File: src/rtl/inst_fetch.sv
// inst_fetch: instruction-fetch stage of the 5-stage MIPS pipeline.
// Owns the PC, runs a one-outstanding req/gnt/rvalid handshake with the
// instruction bus, buffers a returned word while the pipeline is stalled,
// and applies ID branch redirects and ctrl exception flushes.
//
// Ports:
//   clk, rst          clock; asynchronous active-low reset
//   stall[7:0]        ctrl stall vector (only stall[0] = freeze PC is used)
//   flush, new_pc     exception flush and its target
//   branch_flag/target  taken branch/jump from ID, sampled on advance
//   inst_req/addr     fetch request (held until granted) and address (= PC)
//   inst_gnt          bus accepted the request
//   inst_rvalid/rdata returned instruction word
//   if_pc/if_inst     PC and instruction presented to IF/ID (nop when none)
//   stallreq_if       no instruction available; stall the pipeline
module inst_fetch #(
    parameter logic [31:0] RESET_PC = 32'h0000_0000
) (
    input  logic        clk,
    input  logic        rst,
    input  logic [7:0]  stall,
    input  logic        flush,
    input  logic [31:0] new_pc,
    input  logic        branch_flag,
    input  logic [31:0] branch_target,
    output logic        inst_req,
    output logic [31:0] inst_addr,
    input  logic        inst_gnt,
    input  logic        inst_rvalid,
    input  logic [31:0] inst_rdata,
    output logic [31:0] if_pc,
    output logic [31:0] if_inst,
    output logic        stallreq_if
);

    localparam int unsigned XLEN = 32;

    typedef enum logic [2:0] {
        S_IDLE,
        S_FETCH,
        S_WAIT,
        S_READY,
        S_DISCARD
    } state_t;

    state_t            state, state_nxt;
    logic [XLEN-1:0]   pc, pc_nxt;
    logic [XLEN-1:0]   hold, hold_nxt;
    logic [XLEN-1:0]   pc_seq;
    logic              avail;
    logic              advance;

    // Only the PC-freeze bit of the stall vector matters to fetch.
    logic              stall_unused;
    assign stall_unused = ^stall[7:1];

    // State, PC and hold-buffer registers.
    always_ff @(posedge clk or negedge rst) begin
        if (!rst) begin
            state <= S_IDLE;
            pc    <= RESET_PC;
            hold  <= '0;
        end else begin
            state <= state_nxt;
            pc    <= pc_nxt;
            hold  <= hold_nxt;
        end
    end

    // Next-state, next-PC and output logic.
    always_comb begin
        state_nxt   = state;
        pc_nxt      = pc;
        hold_nxt    = hold;

        avail       = ((state == S_WAIT) && inst_rvalid) || (state == S_READY);
        advance     = avail && !stall[0] && !flush;
        // Branch is only honoured on an advance, so the presented word
        // (delay slot) always issues before the redirect.
        pc_seq      = branch_flag ? branch_target : pc + XLEN'(4);

        inst_req    = (state == S_FETCH);
        inst_addr   = pc;
        if_pc       = pc;
        stallreq_if = !avail;
        if_inst     = '0;
        if (avail) begin
            if_inst = (state == S_READY) ? hold : inst_rdata;
        end

        case (state)
            S_IDLE: begin
                state_nxt = S_FETCH;
            end
            S_FETCH: begin
                if (flush) begin
                    pc_nxt    = new_pc;
                    // A grant this cycle means a response is still owed.
                    state_nxt = inst_gnt ? S_DISCARD : S_FETCH;
                end else if (inst_gnt) begin
                    state_nxt = S_WAIT;
                end
            end
            S_WAIT: begin
                if (flush) begin
                    pc_nxt    = new_pc;
                    hold_nxt  = '0;
                    state_nxt = inst_rvalid ? S_FETCH : S_DISCARD;
                end else if (inst_rvalid) begin
                    if (advance) begin
                        pc_nxt    = pc_seq;
                        state_nxt = S_FETCH;
                    end else begin
                        hold_nxt  = inst_rdata;
                        state_nxt = S_READY;
                    end
                end
            end
            S_READY: begin
                if (flush) begin
                    pc_nxt    = new_pc;
                    hold_nxt  = '0;
                    state_nxt = S_FETCH;
                end else if (advance) begin
                    pc_nxt    = pc_seq;
                    state_nxt = S_FETCH;
                end
            end
            S_DISCARD: begin
                // Drain the owed response; later flushes only retarget PC.
                if (flush) begin
                    pc_nxt = new_pc;
                end
                if (inst_rvalid) begin
                    state_nxt = S_FETCH;
                end
            end
            default: begin
                state_nxt = S_IDLE;
            end
        endcase
    end

endmodule

File: config.mk
export PLATFORM = sky130hd
export DESIGN_NAME = inst_fetch
export DESIGN_NICKNAME = d
export VERILOG_FILES = /design/src/rtl/inst_fetch.sv
export SDC_FILE = /design/constraint.sdc
export NUM_CORES = 1
export LEC_CHECK = 0
export CORE_MARGIN = 5
export CORE_UTILIZATION = 43
export DETAILED_ROUTE_END_ITERATION = 10
export PLACE_DENSITY = 0.82
export SLEW_MARGIN = 20
export SYNTH_ARGS = -nofsm -noshare
export SYNTH_HDL_FRONTEND = slang
export SYNTH_SLANG_ARGS = --single-unit
File: constraint.sdc
create_clock -name clk -period 2.1 [get_ports clk]
set_input_delay 0.315 -clock clk [delete_from_list [all_inputs] [get_ports clk]]
set_output_delay 0.315 -clock clk [all_outputs]
set_load 0.03 [all_outputs]
# [Word level (Yosys, flattened, before mapping)]
# Index checks and enable logic that the tools add are counted.
[classes] addsub=1 n_eq_ne=11 muxes=25 n_reduce_logical=14
[op_table] cell="$mux 32" count=12
[op_table] cell="$pmux 32 s3" count=1
[op_table] cell="$pmux 32 s2" count=1
[op_table] cell="$add 32x3->32 const B" count=1
[op_table] cell="$mux 3" count=9
[op_table] cell="$pmux 3 s5" count=1
[op_table] cell="$ne 3x3->1 const B" count=3
[op_table] cell="$reduce_and 4->1" count=2
[op_table] cell="$eq 3x2->1 const B" count=2
[op_table] cell="$ne 2x2->1 const B" count=2
[op_table] cell="$eq 3x1->1 const B" count=1
[op_table] cell="$eq 3x3->1 const B" count=1
[op_table] cell="$logic_and 1x1->1" count=3
[op_table] cell="$logic_not 1->1" count=3
[op_table] cell="$logic_not 3->1" count=1
[op_table] cell="$ne 3x2->1 const B" count=1
[op_table] cell="$reduce_and 3->1" count=1
[op_table] cell="$reduce_bool 3->1" count=1
[op_table] cell="$mux 2" count=1
[op_table] cell="$ne 2x1->1 const B" count=1
[op_table] cell="$reduce_bool 2->1" count=1
[op_table] cell="$reduce_or 2->1" count=1
[op_table] cell="$logic_or 1x1->1" count=1
[word_totals] register_bits=67 inputBits=110 output_inout_bits=98 word_cells=54

# [Depth between registers and ports, before layout]
[depth] ltp_word=9 mapped_depth=8 ltp_nobuf=6

# [Least setup slack after synthesis]
# Ideal clock, no wire load.
[synth_path] path_type="register to output" start="reg state[1]" end="out if_inst[22]" t_arrival_ps=1777 required_time_ps=1785 slack_ps=8 path_stages_with_launch=7 path_cell_list="dfrtp_1 buf_2 inv_2 nor2_1 o21ai_1 clkbuf_1 a21oi_1"
[synth_via] elab_chain_len=4 word_cells_on_any_way=6 classes_between="2 x eq/ne; 2 x mux; 2 x reduce/logical"
[synth_lines] element="from (decl)" line="46" source="state_t state, state_nxt;"
[synth_lines] element="from (signal assigned)" line="64" source="state <= state_nxt;"
[synth_lines] element="$eq 3x2->1" line="76" source="avail = ((state == S_WAIT) && inst_rvalid) || (state == S_READY);"
[synth_lines] element="$logic_and 1x1->1" line="76"
[synth_lines] element="$logic_or 1x1->1" line="76"
[synth_lines] element="$mux 32 *" line="87" source="if (avail) begin"
[synth_lines] element="to (decl)" line="32" source="output logic [31:0] if_inst,"
# Mark *: on every way between the ends. The rest lies on a longest branch, timed or not.

# [Worst setup path in the final report]
[layout_path] start="reg state[0]" end="out if_inst[18]"
# The elaborated chain is that of the path after synthesis.

==> flow_summary.yaml <==
logic_synthesis:
  synthesis.area_um2: 4640
  async_flop_share: 1.00
  avgSynthCellArea_um2: 8.30
  synth_cell_types: 62
  synth_edf_count: 0
  yosys_most_used_dff: "dfrtp_1"
  synth_cells: 559
  ys_warn_count: 0
  synth-seq-cells: 67
  synth_fp_nets: 670
  seq_area_frac_synth: 0.362
layout:
  finalNonFillerCells: 891
  final_cell_mix: "clkdlybuf4s50_1 (165), nand2_1 (99), buf_4 (75)"
  drive_above_1_share: 0.173
  n_antenna_cell: 0
  finish.utilization: 0.669
  n_fill_cell: 860
  final_cell_area_um2: 7160
  final_net_count: 857
  area_growth_pct: 54.4
  final_common_cell: "clkdlybuf4s50_1"
worst_setup_path:
  cp_slowest_cell: "dfrtp_2"
  cp_data_required_time_ns: 1.78
  start_kind: "register"
  reg2reg_to: "if_pc[20]$_DFFE_PN0P_"
  worstRegToRegCells: 7
  r2r-start: "state[0]$_DFFE_PN0P_"
  cp_max_fo: 31
  crit_path_end_kind: "output pin"
  cp.arrival_ns: 1.78
  path_cells: "buf_4, nand2_2, bufbuf_16, nand2_1, a21oi_1, buf_4"
  crit_type: "reg -> out"
  cpMostUsedCell: "buf_4"
  critical_path.max_stage_delay_ns: 0.44
  rrSetupSlack_ns: 0.18
pwr:
  p_leak_uw: 0.00303
  seqPwrFrac: 0.219
  p_int_uw: 5610
  total_power_uw: 10700
  swShare: 0.474
  switching_power_uw: 5050
  clockPowerShare: 0.129
  pwr-share-comb: 0.652
  vdd_drop_max_uv: 826
  power_density_nw_per_um2: 1490
clock_tree:
  root_buffer: "clkbuf_8"
  insertion_delay_ns: 0.34
  clock_sinks: 67
  numCtsBuffers: 9
  clk_path_buf_depth: 2
  path_clk_slew_ns: 0.08
  cts_max_level: 3
  cts_tree: "done"
routing:
  avgRoutedWirePerCell_um: 18.7
  ant_nets: 0
  dr.pass1.iters: 5
  viasPerCell: 5.82
  finalWirelength_um: 16700
  vias: 5183
  drt_iter0_drc: 383
  drc_errors: 0
timing:
  drv_slew: 0
  max_freq_mhz: 476
  worst_pin_slew_ns: 0.710
  rsz0062_at_grt: "yes"
  maxSlewHeadroom: 0.526
  post-route-period-util: 1.00
  skew_ns: 0.00858
  finalHoldViolCount: 0
  finalCriticalPeriod_ns: 2.10
  finalSetupTns_ns: 0
  setup_viol: 0
run:
  maxCapViolCount: 0
placement:
  numPortBuffers: 200
  gp_congestion: 0.931
  hpwlAfterDp_um: 12000
  place_inst: 865
  post_dp_cell_area_um2: 6740
floorplanning:
  dieArea_um2: 13000
  num_rows: 38
  die_h_um: 114
  coreArea_um2: 10700
  ios: 208
  chipWidth_um: 114
  initial_core_util: 0.433
global_route:
  grt_pass1_wl_um: 25900
  antenna_found_initial: 0
  grt_use_met3: 0.0552
  grt_max_degree: 36
  globalRoute.totalOverflow: 0
  busiest_layer: "met2"
  met1_usage: 0.302
  gr-usage-all-layers: 0.246
  grtUsageMet2: 0.435
  grt_pass1_vias: 5016
worst_hold_path:
  hold_class: "in -> async"
outcome:
  status: "finished, final reports clean"
[synth_stat cells, drive strengths merged (3+ instances only)]
| master | number | area share |
|---|---|---|
| nand2 | 100 | 0.081 |
| dfrtp | 67 | 0.36 |
| a21oi | 66 | 0.074 |
| buf | 51 | 0.074 |
| a32o | 32 | 0.069 |
| clkbuf | 29 | 0.023 |
| nor2 | 27 | 0.022 |
| o21ai | 22 | 0.024 |
| nand3 | 17 | 0.019 |
| and3 | 14 | 0.019 |
| a31oi | 10 | 0.013 |
| nand4 | 10 | 0.016 |
| o211ai | 10 | 0.016 |
| xor2 | 9 | 0.019 |
| mux2i | 8 | 0.017 |
| nor3 | 7 | 0.011 |
| xnor2 | 7 | 0.013 |
| inv | 6 | 0.0049 |
| nor4 | 6 | 0.0094 |
| a211o | 5 | 0.0094 |
| o21a | 5 | 0.0081 |
| a211oi | 4 | 0.0076 |
| o221ai | 4 | 0.0076 |
| o22ai | 4 | 0.0054 |
| a221o | 3 | 0.0065 |
| and4 | 3 | 0.0057 |
| nand2b | 3 | 0.0057 |
| nor2b | 3 | 0.0040 |
| o2bb2ai | 3 | 0.0057 |
[kinds of logic after synthesis]
family / after synthesis / synth area share
DFF: 67 / 0.362
muxes: 8 / 0.0173
AOI/OAI and AO/OA: 182 / 0.275
adders and majority gates: 1 / 0.00270
buffers and inverters: 87 / 0.104
xor gates and xnor gates: 16 / 0.0318
and+or+nand+nor: 198 / 0.208
[repair_timing]
item / CTS / global route
endpoints found under the setup margin: 33 / 33
pin swaps: 0 / 4
buffers inserted: 4 / 2
resized for setup: 7 / 2
cloned: 2 / 2
hold buffers: 0 / 0
endpoints found under the hold margin: 0 / 0
[power groups by stage]
stage	clock (µW)	combinational (µW)	sequential [µW]
floorplan	0	3640	2920
global placement	0	6510	2320
detailed placement	0	6640	2360
CTS	1370	6870	2320
global route	1440	7380	2410
finish	1370	6960	2330
[flip-flops by register name, indices dropped and copies added (netlist names)]
| register | cells |
|---|---|
| state | 3 |
| hold | 32 |
| if_pc | 32 |
[final cells by class]
cell class              count  area, µm²  area share
flip-flops and latches     67       1680       0.235
clock inverters             7        124      0.0173
well taps                 140        175      0.0245
inverters                   7       26.3     0.00367
repair buffers            256       2530       0.354
multi-input cells         405       2500       0.349
clock buffers               9        124      0.0173
[how the worst max path moves through the flow]
stage	endpoint	slack, ns	cells past startpoint	startpoint
floorplan	if_inst[22]	0.008	6	state[1]$_DFFE_PN0P_
global placement	if_pc[28]$_DFFE_PN0P_	0.06	7	stall[0]
detailed placement	if_pc[28]$_DFFE_PN0P_	-0.005	7	stall[0]
CTS	if_inst[31]	0.004	7	state[1]$_DFFE_PN0P_
global route	if_inst[18]	-0.08	7	state[1]$_DFFE_PN0P_
finish	if_inst[18]	0.0004	6	state[0]$_DFFE_PN0P_
[worst max-delay path, delay by kind of cell, from the launching register on]
kind	cells	cell delay, ns
buffers and inverters	3	0.68
and+or+nand+nor	2	0.19
AOI/OAI and AO/OA	1	0.12
DFF	1	0.44
[stage by stage]
step | worst slack, ns | hold slack (ns)
after detailed placement | -0.00453 | 0.395
final | 0.000414 | 0.0140
after floorplan | 0.00829 | 0.0194
after CTS | 0.00388 | 0.0186
after global placement | 0.0619 | 0.397
after global routing | -0.0807 | 0.0678
[metal layers]
metal,wire length (µm),vias up
met1,6350,2465
met2,8430,311
li1,-,2387
met5,0,-
met3,1680,20
met4,214,0
Power figures use the tool's default switching activity.
